<file path="config.mk">
export PLATFORM = sky130hd
export DESIGN_NAME = la_oajoin222
export DESIGN_NICKNAME = d
export VERILOG_FILES = /design/src/rtl/la_oajoin222.sv
export SDC_FILE = /design/constraint.sdc
export NUM_CORES = 1
export LEC_CHECK = 0
export ABC_CLOCK_PERIOD_IN_PS = 2100
export CORE_MARGIN = 2
export CORE_UTILIZATION = 38
export DETAILED_ROUTE_END_ITERATION = 8
export PLACE_DENSITY = 0.79
export SYNTH_ARGS = -nofsm -noshare
export SYNTH_HDL_FRONTEND = slang
export SYNTH_SLANG_ARGS = --single-unit
</file>
<file path="constraint.sdc">
create_clock -name clk -period 2.1 [get_ports clk]
set_input_delay 0.42 -clock clk [delete_from_list [all_inputs] [get_ports clk]]
set_output_delay 0.42 -clock clk [all_outputs]
set_load 0.02 [all_outputs]
</file>
<file path="src/rtl/la_oajoin222.sv">
// Three-channel redundant-source join: each channel picks one of two requesters
// (round-robin when both are valid), and the joined word lands in a registered output stage.

module la_oajoin222_chan #(
  parameter int DW = 8
) (
  input  logic [1:0]      valid,
  input  logic [2*DW-1:0] data,
  input  logic            ptr,
  input  logic            load,
  output logic            sel,
  output logic [1:0]      ready,
  output logic [DW-1:0]   word
);
  // When only one requester is valid it wins outright; the pointer arbitrates only when both are valid.
  assign sel   = (&valid) ? ptr : valid[1];
  assign ready = {load & sel, load & ~sel};
  assign word  = sel ? data[2*DW-1:DW] : data[DW-1:0];
endmodule

module la_oajoin222 #(
  parameter int DW      = 8,
  parameter int TIMEOUT = 15,
  parameter     PROP    = "DEFAULT"
) (
  input  logic            clk,
  input  logic            reset,
  input  logic [1:0]      a_valid,
  input  logic [2*DW-1:0] a_data,
  output logic [1:0]      a_ready,
  input  logic [1:0]      b_valid,
  input  logic [2*DW-1:0] b_data,
  output logic [1:0]      b_ready,
  input  logic [1:0]      c_valid,
  input  logic [2*DW-1:0] c_data,
  output logic [1:0]      c_ready,
  output logic            out_valid,
  input  logic            out_ready,
  output logic [3*DW-1:0] out_data,
  output logic [2:0]      out_src,
  output logic            stall
);
  localparam int CW = $clog2(TIMEOUT + 1);

  logic [2:0][1:0]      ch_valid;
  logic [2:0][1:0]      ch_ready;
  logic [2:0][2*DW-1:0] ch_data;
  logic [2:0][DW-1:0]   word;
  logic [2:0]           ptr;
  logic [2:0]           sel;
  logic                 join_ok;
  logic                 any_valid;
  logic                 load;
  logic [CW-1:0]        cnt;
  logic [CW-1:0]        cnt_nxt;

  // PROP is an implementation hint only; it selects nothing.
  if ($bits(PROP) == 0) begin : g_prop
  end

  assign ch_valid = {c_valid, b_valid, a_valid};
  assign ch_data  = {c_data, b_data, a_data};
  assign {c_ready, b_ready, a_ready} = ch_ready;

  assign join_ok   = (|a_valid) & (|b_valid) & (|c_valid);
  assign any_valid = |ch_valid;
  // Gated by reset so no requester sees an accept during the reset cycle.
  assign load      = ~reset & join_ok & (~out_valid | out_ready);

  for (genvar i = 0; i < 3; i++) begin : g_ch
    la_oajoin222_chan #(.DW(DW)) u_chan (
      .valid (ch_valid[i]),
      .data  (ch_data[i]),
      .ptr   (ptr[i]),
      .load  (load),
      .sel   (sel[i]),
      .ready (ch_ready[i]),
      .word  (word[i])
    );
  end

  // Saturating starvation counter; back-pressure with a full join also counts.
  always_comb begin
    cnt_nxt = cnt;
    if (load | ~any_valid)          cnt_nxt = '0;
    else if (cnt < CW'(TIMEOUT))    cnt_nxt = cnt + 1'b1;
  end

  always_ff @(posedge clk) begin
    if (reset) begin
      out_valid <= 1'b0;
      out_data  <= '0;
      out_src   <= '0;
      ptr       <= '0;
      cnt       <= '0;
      stall     <= 1'b0;
    end else begin
      if (load) begin
        out_valid <= 1'b1;
        out_data  <= word;
        out_src   <= sel;
        ptr       <= ~sel;
      end else if (out_ready) begin
        out_valid <= 1'b0;
      end
      cnt   <= cnt_nxt;
      stall <= (cnt_nxt == CW'(TIMEOUT));
    end
  end
endmodule
</file>
# After elaboration in Yosys (flattened, before gate mapping)
# Cells that the tools add are included.
totals:
  ff_bits: 36
  inputBits: 57
classes:
  n_addsub: 1
  magnitude_cmp: 1
  eq_ne: 1
  mux: 10
  bitwise_logic: 19
  n_reduce_logical: 8
ops:
  columns: ["cell", "count"]
  rows:
  - ["$mux W8", 3]
  - ["$and A1 B1 Y1", 10]
  - ["$mux W4", 2]
  - ["$not A1 Y1", 6]
  - ["$reduce_and A2 Y1", 3]
  - ["$reduce_or A2 Y1", 3]
  - ["$reduce_or A6 Y1", 1]
  - ["$mux W1", 5]
  - ["$add A4 B1 Y4 const B", 1]
  - ["$eq A4 B4 Y1 const B", 1]
  - ["$lt A4 B4 Y1 const B", 1]
  - ["$not A3 Y3", 1]
  - ["$or A1 B1 Y1", 2]
  - ["$reduce_bool A2 Y1", 1]

# Depth between registers and ports, before layout
# Gate-level depths: netlist of the first run.
depth:
  word_depth: 8
  depth_mapped: 6
  mapped_depth_nobuf: 5

# Hierarchy
# Synthesis of the first run repeated with hierarchy kept, for this count alone.
hier_totals:
  hier_cells: 217
  hier_area_um2: 2013.2
by_module_without_submodules:
  columns: ["module", "n_inst", "cells_each", "area_per_inst_um2"]
  rows:
  - ["la_oajoin222", 1, 172, 1615.3]
  - ["la_oajoin222_chan", 3, 15, 132.6]

# Least setup slack after synthesis of the first run
# Ideal clock, no wire load.
synth_timing:
  kind: "input to output"
  start: "in c_valid[1]"
  end: "out b_ready[0]"
  arrival_time_ns: 1.573
  path_slack_ns: 0.107
  path_stages: 5
  n_path_buf: 1
  path_cell_list: "nor2_1 > or3_1 > or3_1 > buf_6 > nor2_2"
synth_via:
  elab_chain_len: 5
synth_lines:
  columns: ["element", "line", "rtl"]
  rows:
  - ["start, declared", "34", "input logic [1:0] c_valid,"]
  - ["$reduce_or A2 Y1", "65", "assign join_ok = (|a_valid) & (|b_valid) & (|c_valid);"]
  - ["$and A1 B1 Y1", "65", null]
  - ["$and A1 B1 Y1 (2 in series)", "68", "assign load = ~reset & join_ok & (~out_valid | out_ready);"]
  - ["$and A1 B1 Y1", "17", "assign ready = {load & sel, load & ~sel};"]
  - ["end, declared", "33", "output logic [1:0] b_ready,"]
# No other way between the ends.

# Worst setup path after layout of the first run
layout_timing:
  start: "in c_valid[1]"
  end: "out c_ready[1]"
layout_via:
  elab_chain_len: 5
layout_lines:
  columns: ["element", "line", "rtl"]
  rows:
  - ["$reduce_or A2 Y1", "65", null]
  - ["$and A1 B1 Y1", "65", null]
  - ["$and A1 B1 Y1 (2 in series)", "68", null]
  - ["$and A1 B1 Y1 (*)", "17", null]
  - ["end, declared", "36", "output logic [1:0] c_ready,"]
# Mark *: on every way between the ends. The rest lies on a longest branch, timed or not.

==> run metrics, run 1 <==
Initial Util=40.3%; Die H=between 60 and 70 microns; WHS=0.494 ns; Syn Area/Cell=7.99 sq um; CP peak stage delay=0.48 ns; Reg clk slew, reported paths=0.07 ns; Synth Flop Type=dfxtp_1; clk buf depth=2; cell area after synthesis=1650 sq um; crit path time final=2.08 ns; sequential area share after synthesis=a little over two fifths; TritonCTS clock tree=done; row count=23; Synth Net Count=approximately 260; Pwr per Cell Area=between 600 and 700 nW/um^2; Flop pwr share=42.3%; Final Cell Area=2840 sq um; final cell utilization of the core=a little over two thirds; drt first pass iters=4; Fill cells=between 300 and 400; Max-slew headroom=76.7%; Yosys warning count=0; layout cell share with drive strength beyond 1=15.9%; Clk pwr share=roughly 27%; Layout Nets=365; DP HPWL=between 3000 and 4000 microns; pre-CTS WS=-0.964 ns; Synth top cells by count=nand2_1 (50), nor2_1 (37), dfxtp_1 (36); Logic pwr share=between 30% and 40%; CP arrival=1.66 ns; die span in x=between 60 and 70 microns; total global routing overflow=0; RD Place Congestion=0.763; Cells after Synth=approximately 210; DR vias/cell=5.02; largest net degree at the start of global routing=49; Synth top area share=43.8%; Sw Ratio=29.0%; setup violators final=0; CTS sink cnt=36; final cell count without fillers=358; Fin. Hold Viols=0; Detailed Route WL=4920 microns; DRC=0; Area Overhead vs Synth=72.3%; number of global-route vias before repair=1673; first-pass GRT wire length=7820 microns; Pint=1.31 mW; # hold bufs at CTS=0; Crit Path Category=in2out; Top Ports=92; Die Area=4880 sq um; All-Layer GR Usage=19.9%; worst skew pair latency=0.29 ns; Max FO, Critical Path=6; Worst Tran Pin Value=0.350 ns; placed instance count=between 300 and 400; number of synthesized register bits=36; Worst VDD drop=between 0.3 and 0.4 mV; Slew Viols, Final=0; Distinct cells, synth=30; ANT nets after route=0; Sw Pwr=535 uW; FFs w/ async S/R, synth=0%; Clock H-tree levels=2; fin crit share=98.9%; status=finished, final reports clean; antenna violations before repair=0; WL/cell=13.7 microns; worst path cell trace=buf_6, nor2_4, or3_4, or3_4, nor2_4, buf_6; Yosys top cell by area=dfxtp_1; top-count cell post-synth=nand2_1; Post-synth EDFFs=0; CP Data Required Time=roughly 1.7 ns; number of port buffers=between 90 and 100; Max Clock Freq=482 MHz; Setup crit start kind=primary input; CTS root buf=clkbuf_8; vias after detailed routing=1798; leakage=about 1.1 nW; Pwr Total=between 1.5 and 2 mW; worst hold-check path type=reg2reg; Max Cap Viol=0; antenna cells=0; Initial DRC Count=69; Crit. End Element=output port; clk_skew=0.00330 ns; placed instance area=2690 sq um; Core ar.=4090 sq um; Setup Fix Bufs, Post-CTS=0; total CTS buffers=5; Fin Setup TNS=0 ns; ranking of synthesized cells by area=dfxtp_1 (44%), a311oi_1 (13%), nand2_1 (11%); setup ws final=0.0238 ns; Crit-path slowest cell=or3_4
-- sequential cells by signal, indices dropped and copies added (netlist names) --
signal,count
out_data,24
cnt,4
out_src,3
ptr,3
out_valid,1
stall,1
-- area by class of cell --
cell class	instances	area (sq um)	share of cell area, %
well taps	50	62.6	2.21
clock buffers	8	90.1	3.18
repair buffers	109	1060	37.4
multi-input cells	152	891	31.4
flip-flops and latches	36	721	25.4
inverters	3	11.3	0.397
-- worst max-delay path, delay by kind of cell --
kind | cells | cell delay (ns)
simple gates | 4 | 1.04
buf+inv | 2 | 0.20
-- kinds of logic (layout without fill, tap and decap cells) --
logic type                 Yosys count  count (layout)  share of synthesized area [%]
and+or+nand+nor                    106             106                           27.8
AOI/OAI and AO/OA                   39              39                           18.8
DFF                                 36              36                           43.8
buffers and inverters               18             120                           5.32
muxes                                5               5                           3.04
adders and majority gates            1               1                          0.760
xor gates and xnor gates             1               1                          0.532
-- cells in the final DEF, fill, tap and decap left out, drive strengths merged, types with 2 or more instances in the layout --
cell type / Yosys / routed
clkdlybuf4s50: 0 / 79
buf: 8 / 30
clkbuf: 7 / 8
o21ai: 4 / 4
nor2: 43 / 43
nand3: 2 / 2
inv: 3 / 3
a211oi: 4 / 4
nor3: 2 / 2
a21oi: 2 / 2
nor2b: 2 / 2
nand2: 50 / 50
dfxtp: 36 / 36
a311oi: 24 / 24
mux2i: 5 / 5
or3: 3 / 3
o21a: 3 / 3
-- repair_timing --
action | in CTS | in global routing
pin swaps | 6 | 3
resized for setup | 72 | 6
setup endpoints to repair | 6 | 6
cloned | 0 | 0
-- path summary, 6_finish.rpt --
path / endpoint / from / depth (start not counted) / slack (ns)
min: out_data[10]$_SDFFE_PP0P_ / out_data[10]$_SDFFE_PP0P_ / 2 / 0.49
min reg2reg: out_data[10]$_SDFFE_PP0P_ / out_data[10]$_SDFFE_PP0P_ / 2 / 0.49
max reg2reg: stall$_SDFF_PP0_ / cnt[0]$_SDFF_PP0_ / 4 / 0.55
max: c_ready[1] / c_valid[1] / 6 / 0.02
-- layer usage --
layer / share of wire (%) / track usage, %
met5: 0 / 0
met4: 1.0 / 5.77
met2: 48 / 32.7
met1: 44 / 25.7
met3: 7.0 / 5.23
-- power by group through the flow --
stage | sequential [mW] | combinational [mW] | clock [mW]
floorplan | 0.856 | 0.199 | 0
CTS | 0.779 | 0.559 | 0.521
global route | 0.788 | 0.598 | 0.560
global placement | 0.792 | 0.540 | 0
finish | 0.779 | 0.560 | 0.503
detailed placement | 0.795 | 0.547 | 0
Power figures use the tool's default switching activity.
==> run 2: changes to the inputs <==
CORE_UTILIZATION = 39   (was 38)
CTS_BUF_LIST = sky130_fd_sc_hd__clkbuf_8   (was not set)
PLACE_DENSITY = 0.81   (was 0.79)
==> run 2 against run 1 <==
  * Combinational power up 6.4%
  * Clock skew up 0.0015 ns
  * Sequential share of layout area is 0.83 points lower
  * Via count rose by 0.22%
  * Sequential power is essentially flat
  * Maximum frequency increased by 0.49%
  * Highest routed layer unchanged
  * Utilization is 3.4 points higher
==> run metrics, run 2 (synthesis results as in run 1) <==
storage element area=721 sq um (unchanged); placed instance count=355 (was 350); WL/cell=13.9 microns (was 13.7 microns); grt peak-use layer=met2 (unchanged); row count=23 (unchanged); Slew Viols, Final=0 (unchanged); CP Data Required Time=1.68 ns (about the same); top flop regs=out_data (24), cnt (4) (unchanged); Clock H-tree levels=2 (unchanged); total CTS buffers=5 (unchanged); commonest non-fill, non-tap cells in the layout=clkdlybuf4s50_1 (79), nand2_1 (50), dfxtp_1 (36) (unchanged); Max Cap Viol=0 (unchanged); worst hold-check path type=reg2reg (unchanged); crit path time final=2.07 ns (was 2.08 ns); antenna violations before repair=0 (unchanged); Max-slew headroom=76.9% (was 76.7%); setup ws final=0.0339 ns (was 0.0238 ns); layout cell share with drive strength beyond 1=17.5% (was 15.9%); # hold bufs at CTS=0 (unchanged); die span in x=69.0 microns (was 69.8 microns); status=finished, final reports clean (unchanged); Multi-input gate area=891 sq um (unchanged); CP arrival=1.65 ns (was 1.66 ns); Crit Path Category=in2out (unchanged); GR Util met2=38.0% (was 32.7%); met1 usage in global routing=25.2% (was 25.7%); WHS=0.495 ns (was 0.494 ns); Pwr Total=1.97 mW (was 1.84 mW); clk_skew=0.00483 ns (was 0.00330 ns); Pwr per Cell Area=673 nW/um^2 (was 650 nW/um^2); number of global-route vias before repair=1648 (was 1673); leakage=1.16 nW (was 1.11 nW); Setup crit start kind=primary input (unchanged); pre-CTS WS=-0.955 ns (was -0.964 ns); Fill cells=314 (was 341); Initial Util=40.9% (was 40.3%); CTS sink cnt=36 (unchanged); Area Overhead vs Synth=78.1% (was 72.3%); RD Place Congestion=0.763 (about the same); DP HPWL=3640 microns (was 3580 microns); TritonCTS clock tree=done (unchanged); fin crit share=98.4% (was 98.9%); setup violators final=0 (unchanged); Detailed Route WL=5060 microns (was 4920 microns); Crit. End Element=output port (unchanged); Core ar.=4030 sq um (was 4090 sq um); antenna cells=0 (unchanged); largest net degree at the start of global routing=33 (was 49); DRC=0 (unchanged); clk buf depth=2 (unchanged); Die H=69.0 microns (was 69.8 microns); WHS Path Cells=2 (unchanged); number of port buffers=91 (unchanged); Top reg by flops=out_data (unchanged); All-Layer GR Usage=21.8% (was 19.9%); Die Area=4760 sq um (was 4880 sq um); drt first pass iters=4 (unchanged); RSZ-0062 raised after global routing=false; worst skew pair latency=0.29 ns (about the same); DR vias/cell=4.95 (was 5.02); Worst VDD drop=0.443 mV (was 0.336 mV); vias after detailed routing=1802 (was 1798); r2r setup slk=0.58 ns (was 0.55 ns); leading cell type in the layout, fill and taps excluded=clkdlybuf4s50_1 (unchanged); Max FO, Critical Path=6 (unchanged); Fin. Hold Viols=0 (unchanged); Worst Tran Pin Value=0.344 ns (was 0.350 ns); final cell count without fillers=364 (was 358); Top Ports=92 (unchanged); CTS root buf=clkbuf_8 (unchanged); met3 Track Usage GR=6.66% (was 5.23%); first-pass GRT wire length=7620 microns (was 7820 microns); Max Clock Freq=484 MHz (was 482 MHz); max FFs per register=24 (unchanged); Layout Nets=371 (was 365); Initial DRC Count=74 (was 69); R2R depth=6 (was 4); Reg clk slew, reported paths=0.07 ns (about the same); total global routing overflow=0 (unchanged); ANT nets after route=0 (unchanged)
-- run 2: changes by cell type in the layout (fill, tap and decap cells not counted), sizes merged --
| cell | before | now |
|---|---|---|
| buf | 30 | 36 |
| clkbuf | 8 | 5 |
| clkinv | 0 | 1 |
| inv | 3 | 4 |
| bufinv | 0 | 1 |
-- run 2: stage by stage --
step                      cell area [sq um]  util, %  TNS, ns
final                                  2930     72.8        0
after global routing                   2930     72.8        0
after CTS                              2920     72.5        0
after detailed placement               2770     68.7    -6.27
after global placement                 2770     68.7    -5.47
after floorplan                        1650        -        0
-- run 2: cell type report --
| cell class | count | area share (%) |
|---|---|---|
| timing repair buffer | 115 | 38.9 |
| multi-input combinational | 152 | 30.4 |
| sequential | 36 | 24.6 |
| clock buffer | 5 | 2.35 |
| tap | 50 | 2.13 |
| clock inverter | 3 | 1.32 |
| inverter | 3 | 0.384 |
-- run 2: timing repair --
action / in CTS / in global routing
buffers inserted: 1 / 0
setup endpoints to repair: 6 / 2
gates cloned: 0 / 0
pin swaps: 8 / 2
resized for setup: 74 / 2
-- run 2: path summary, 6_finish.rpt --
check                            startpoint                        end
setup / recovery                 b_valid[0]                 b_ready[0]
hold / removal    out_data[20]$_SDFFE_PP0P_  out_data[20]$_SDFFE_PP0P_
setup reg to reg     out_valid$_SDFFE_PP0P_           stall$_SDFF_PP0_
hold reg to reg   out_data[20]$_SDFFE_PP0P_  out_data[20]$_SDFFE_PP0P_
-- run 2: routing by layer --
| layer | vias to the layer above | routed length [microns] |
|---|---|---|
| met5 | - | 0 |
| met4 | 0 | 83 |
| met3 | 11 | 399 |
| met2 | 57 | 2440 |
| met1 | 801 | 2130 |
| li1 | 933 | - |
-- run 2: critical path: stages --
cell	delay (ns)
buf_6	0.08
nor2_2	0.04
or3_1	0.38
or3_4	0.48
nor2_4	0.12
buf_6	0.12
-- run 2: where the power goes --
part	switching (mW)	total, mW	internal (mW)
clock network	0.249	0.597	0.347
logic	0.274	0.596	0.322
registers	0.0361	0.781	0.745
total	0.559	1.97	1.41
==> RTL change 1: new RTL, config.mk and constraints of run 2 <==
Change the parameter `TIMEOUT` from 15 to 17.
--- a/src/rtl/la_oajoin222.sv
+++ b/src/rtl/la_oajoin222.sv
@@ -21,5 +21,5 @@
 module la_oajoin222 #(
   parameter int DW      = 8,
-  parameter int TIMEOUT = 15,
+  parameter int TIMEOUT = 17,
   parameter     PROP    = "DEFAULT"
 ) (
Behaviour: same outputs for any inputs over 10 cycles, from zero or initial values and one cycle with reset high; that may be too few to reach the edited logic, so the function may still have changed.
==> RTL change 1 against run 2 <==
Sequential power about the same; synthesized cell count down 6.3%; largest cell class unchanged; routed wire length down 5.9%; via count down 2.0%; design area up 5.3%; sequential cell count up 1; worst setup slack better by 86 ps; worst hold slack worse by 35 ps; synthesized area up 14%; total power down 6.0%.
==> RTL change 1: results <==
{
  "skew_ps": 5.20,
  "worstMarginPinSlew_ps": 486,
  "cpPeakStageDelay_ps": 250,
  "gp_routability_congestion": 0.817,
  "vias_per_cell": 4.99,
  "max-vdd-ir-drop_v": 0.000345,
  "wl_met2_um": 2280,
  "hp-start": "out_src[2]",
  "cts_root_buf": "clkbuf_8",
  "status": "finished clean",
  "antenna_found_initial": 0,
  "routed_wl_um": 4760,
  "grtUsageTotal_pct": 18.0,
  "top_regs": "out_data x24, cnt x5",
  "synthTopCellsByCount": "37 x dfxtp_1, 33 x nor2_1, 24 x a211oi_2, 24 x mux2i_1, 7 x a21oi_1",
  "drtPass1Iterations": 4,
  "cts_buffer_depth": 2,
  "nets": 357,
  "power.leakage_nw": 1.31,
  "top_layer": "met4",
  "wl_met1_um": 2030,
  "ys_seq_area_share_pct": 39.4,
  "cts_buffers": 5,
  "drt-initial-drc-count": 124,
  "grt_pass1_vias": 1664,
  "fill_cells": 403,
  "cpMaxStageDelayCell": "o22a_1",
  "synthArstFlopShare_pct": 0,
  "cp.arrival_ps": 1560,
  "grt_first_pass_wirelength_um": 7540,
  "dpl.hpwl_um": 3520,
  "synth.area.top_cells": "dfxtp_1 39%, a211oi_2 16%, mux2i_1 13%, nor2_1 6.6%, buf_4 2.4%",
  "cts_max_level": 2,
  "cp_max_fo": 5,
  "path_clk_slew_ps": 70,
  "n_antenna_cell": 0,
  "clkLatencyLatePin_ps": 280,
  "fin_cells": 354,
  "grt_max_degree": 33,
  "yosysUniqueCellTypes": 34,
  "layout-drive-gt1-share_pct": 26.7,
  "yosys_warnings": 0,
  "portBuffers": 91,
  "holdCritPathClass": "register to register",
  "wl_met3_um": 410,
  "synth_nets": 251,
  "crit_start": "a_valid[0]",
  "netlist_instances": 193,
  "dp.cells": 343,
  "r2r-start": "cnt[0]",
  "path_delay_family": "buffers and inverters"
}
## RTL change 1: through the flow
stage | worst slack [ps] | hold WS, ps | area, um^2
2_1_floorplan | 334 | 465 | 1880
5_1_grt | 51.2 | 492 | 3090
3_3_place_gp | -641 | 456 | 2900
3_5_place_dp | -650 | 459 | 2900
6_report | 120 | 460 | 3090
4_1_cts | 3.84 | 466 | 3070
## RTL change 1: tightest hold or removal path: cells and delay by family (launching register included)
kind / cells / cell delay, ps
flops: 1 / 310
simple gates: 1 / 50
compound gates: 1 / 50
## RTL change 1: kinds of logic (layout without fill, tap and decap cells)
kind of cell | count (synthesis) | after routing | share of synthesized area [%]
AO/OA/AOI/OAI | 44 | 44 | 22.6
flip-flops | 37 | 37 | 39.4
buffers and inverters | 22 | 129 | 6.99
multiplexers | 24 | 24 | 12.8
XOR/XNOR | 1 | 1 | 0.466
AND/OR/NAND/NOR | 64 | 64 | 17.1
adder cells (fa/ha/maj) | 1 | 1 | 0.666
## RTL change 1: worst paths after layout
| check | to | slack, ps | cells after the start |
|---|---|---|---|
| max reg2reg | stall | 410 | 5 |
| min reg2reg | out_src[2] | 460 | 2 |
| max | c_ready[0] | 120 | 6 |
| min | out_src[2] | 460 | 2 |
## RTL change 1: area by class of cell
cell class	instances	area [um^2]	area share [%]
Sequential cell	37	741	24.0
Clock buffer	7	96.3	3.12
Timing Repair Buffer	115	1100	35.6
Tap cell	54	67.6	2.19
Inverter	6	22.5	0.729
Clock inverter	1	5.00	0.162
Multi-Input combinational cell	134	1060	34.2
## RTL change 1: power breakdown
| part | switching, W | internal, W | total, W |
|---|---|---|---|
| sequential | 0.0000299 | 0.000750 | 0.000780 |
| clock | 0.000246 | 0.000297 | 0.000542 |
| combinational | 0.000240 | 0.000293 | 0.000533 |
| total | 0.000516 | 0.00134 | 0.00185 |
## RTL change 1: routing by layer
| layer | GRT usage, % | vias up |
|---|---|---|
| met5 | 0 | - |
| met4 | 4.65 | 0 |
| met3 | 7.27 | 6 |
| met2 | 29.1 | 57 |
| met1 | 22.3 | 804 |
| li1 | - | 899 |
## RTL change 1: what timing repair did
item                                    CTS  global route
setup buffers                             3             0
gates resized for setup                  54             5
endpoints found under the setup margin    6             6
pin swaps                                 7             3
hold endpoints to repair                  0             0
==> RTL change 2: new RTL, config.mk and constraints of run 2 <==
Without the edit above. Reset style: asynchronous (`reset`), changed in one clocked block.
--- a/src/rtl/la_oajoin222.sv
+++ b/src/rtl/la_oajoin222.sv
@@ -87,5 +87,5 @@
   end
 
-  always_ff @(posedge clk) begin
+  always_ff @(posedge clk or posedge reset) begin
     if (reset) begin
       out_valid <= 1'b0;
Check against the original RTL: differs if reset is asserted again (counterexample within 4 cycles, from zero or initial values and one cycle with reset high); with reset held inactive, the same outputs for 10 cycles.
==> RTL change 2 against run 2 <==
Worst setup slack worse by 0.73 ps; register-to-register slack got worse by 220 ps; design area is 10% higher; final cell count increased by 4.4%; synthesized area is 25% higher; routed wire length is 23% higher; sequential cell count is the same.
Power is not compared: it rests on default switching activity, and its combinational part moved more than twofold at a synthesized area within 25%.
==> RTL change 2: results <==
{
  "status": "finished clean",
  "synthTopCellsByCount": "39 x a31oi_1, 36 x dfrtp_1, 24 x nand3b_1, 24 x o21ai_0, 14 x clkbuf_1",
  "layout-drive-gt1-share_pct": 19.0,
  "yosysUniqueCellTypes": 33,
  "grt_util_met1_pct": 28.2,
  "power.leakage_nw": 1.25,
  "pre_cts_slack_ps": -506,
  "cts_resized": 29,
  "synthArstFlopShare_pct": 100,
  "yosys_warnings": 0,
  "placed_cell_area_um2": 3130,
  "n_antenna_cell": 0,
  "drtPass1Iterations": 4,
  "hold_violations": 0,
  "syn_avg_cell_area_um2": 9.83,
  "post_cts_buffers": 0,
  "ys_seq_area_share_pct": 43.8,
  "cp.arrival_ps": 1650,
  "via_count": 2117,
  "cts_root_buf": "clkbuf_8",
  "report.final.slew_viol_count": 0,
  "fin_cells": 380,
  "grt_use_met2_pct": 38.4,
  "cp_max_fo": 4,
  "clkLatencyLatePin_ps": 290,
  "grt_max_degree": 27,
  "synthFlopType": "dfrtp_1",
  "dpl.hpwl_um": 4500,
  "antenna_found_initial": 0,
  "use_met3_pct": 4.74,
  "fill_cells": 429,
  "nets": 367,
  "grtUsageTotal_pct": 22.6,
  "cts_max_level": 2,
  "fin_ws_ps": 33.2,
  "gp_routability_congestion": 0.791,
  "cts_buffers": 5,
  "grt_pass1_vias": 2205,
  "synth.area.top_cells": "dfrtp_1 44%, a31oi_1 12%, nand3b_1 8.8%, a31oi_2 6.1%, o21ai_0 5.8%",
  "synth_nets": 267,
  "portBuffers": 91,
  "top_regs": "out_data x24, cnt x4",
  "drt-initial-drc-count": 87,
  "cts_buffer_depth": 2,
  "relSlewSlack_pct": 67.1,
  "skew_ps": 5.80,
  "path_clk_slew_ps": 80,
  "routed_wl_um": 6230,
  "grt_first_pass_wirelength_um": 10700,
  "holdCritPathClass": "register to register",
  "max-vdd-ir-drop_v": 0.000468
}
## RTL change 2: cell count changes after synthesis, sizes merged, moves of 7 or more
cell / before / now
nand2: 50 / 2
mux2: 0 / 7
dfxtp: 36 / 0
o21ai: 4 / 24
a311oi: 24 / 0
dfrtp: 0 / 36
nand3b: 1 / 24
nor2: 43 / 12
a31oi: 1 / 49
clkbuf: 7 / 14
## RTL change 2: area by class of cell
| type | instances | area, um^2 | share of cell area (%) |
|---|---|---|---|
| well taps | 70 | 87.6 | 2.70 |
| clock inverters | 3 | 38.8 | 1.20 |
| inverters | 6 | 22.5 | 0.695 |
| repair buffers | 113 | 1060 | 32.9 |
| clock buffers | 5 | 68.8 | 2.12 |
| flip-flops and latches | 36 | 901 | 27.8 |
| multi-input cells | 147 | 1060 | 32.6 |
## RTL change 2: report_power, final
group          internal [W]  total [W]  switching [W]
combinational      0.000633    0.00123       0.000598
clock              0.000348   0.000607       0.000260
sequential         0.000882    0.00103       0.000146
## RTL change 2: cell families after synthesis
family	after synthesis	synth area share, %
compound gates	80	27.5
simple gates	58	17.7
flops	36	43.8
buf+inv	26	6.03
mux	8	4.32
fa+ha+maj	1	0.609
## RTL change 2: routing by layer
metal	vias up	part of all wire, %
met3	12	5.5
li1	996	-
met4	0	2.2
met2	82	51
met1	1027	42
met5	-	0
## RTL change 2: worst max-delay path: stages
cell	delay [ps]
clkdlybuf4s50_1	440
buf_4	160
nor2b_2	160
nand2b_1	180
nor2_2	120
buf_4	150
## RTL change 2: final timing paths
kind,endpoint,cells past startpoint,slack (ps),startpoint
max,a_ready[1],6,30,a_valid[0]
min reg2reg,ptr[2],1,490,ptr[2]
min in group asynchronous,out_data[20],2,520,reset
min,ptr[2],1,490,ptr[2]
max reg2reg,out_data[15],5,360,out_valid
max in group asynchronous,out_valid,3,1070,reset
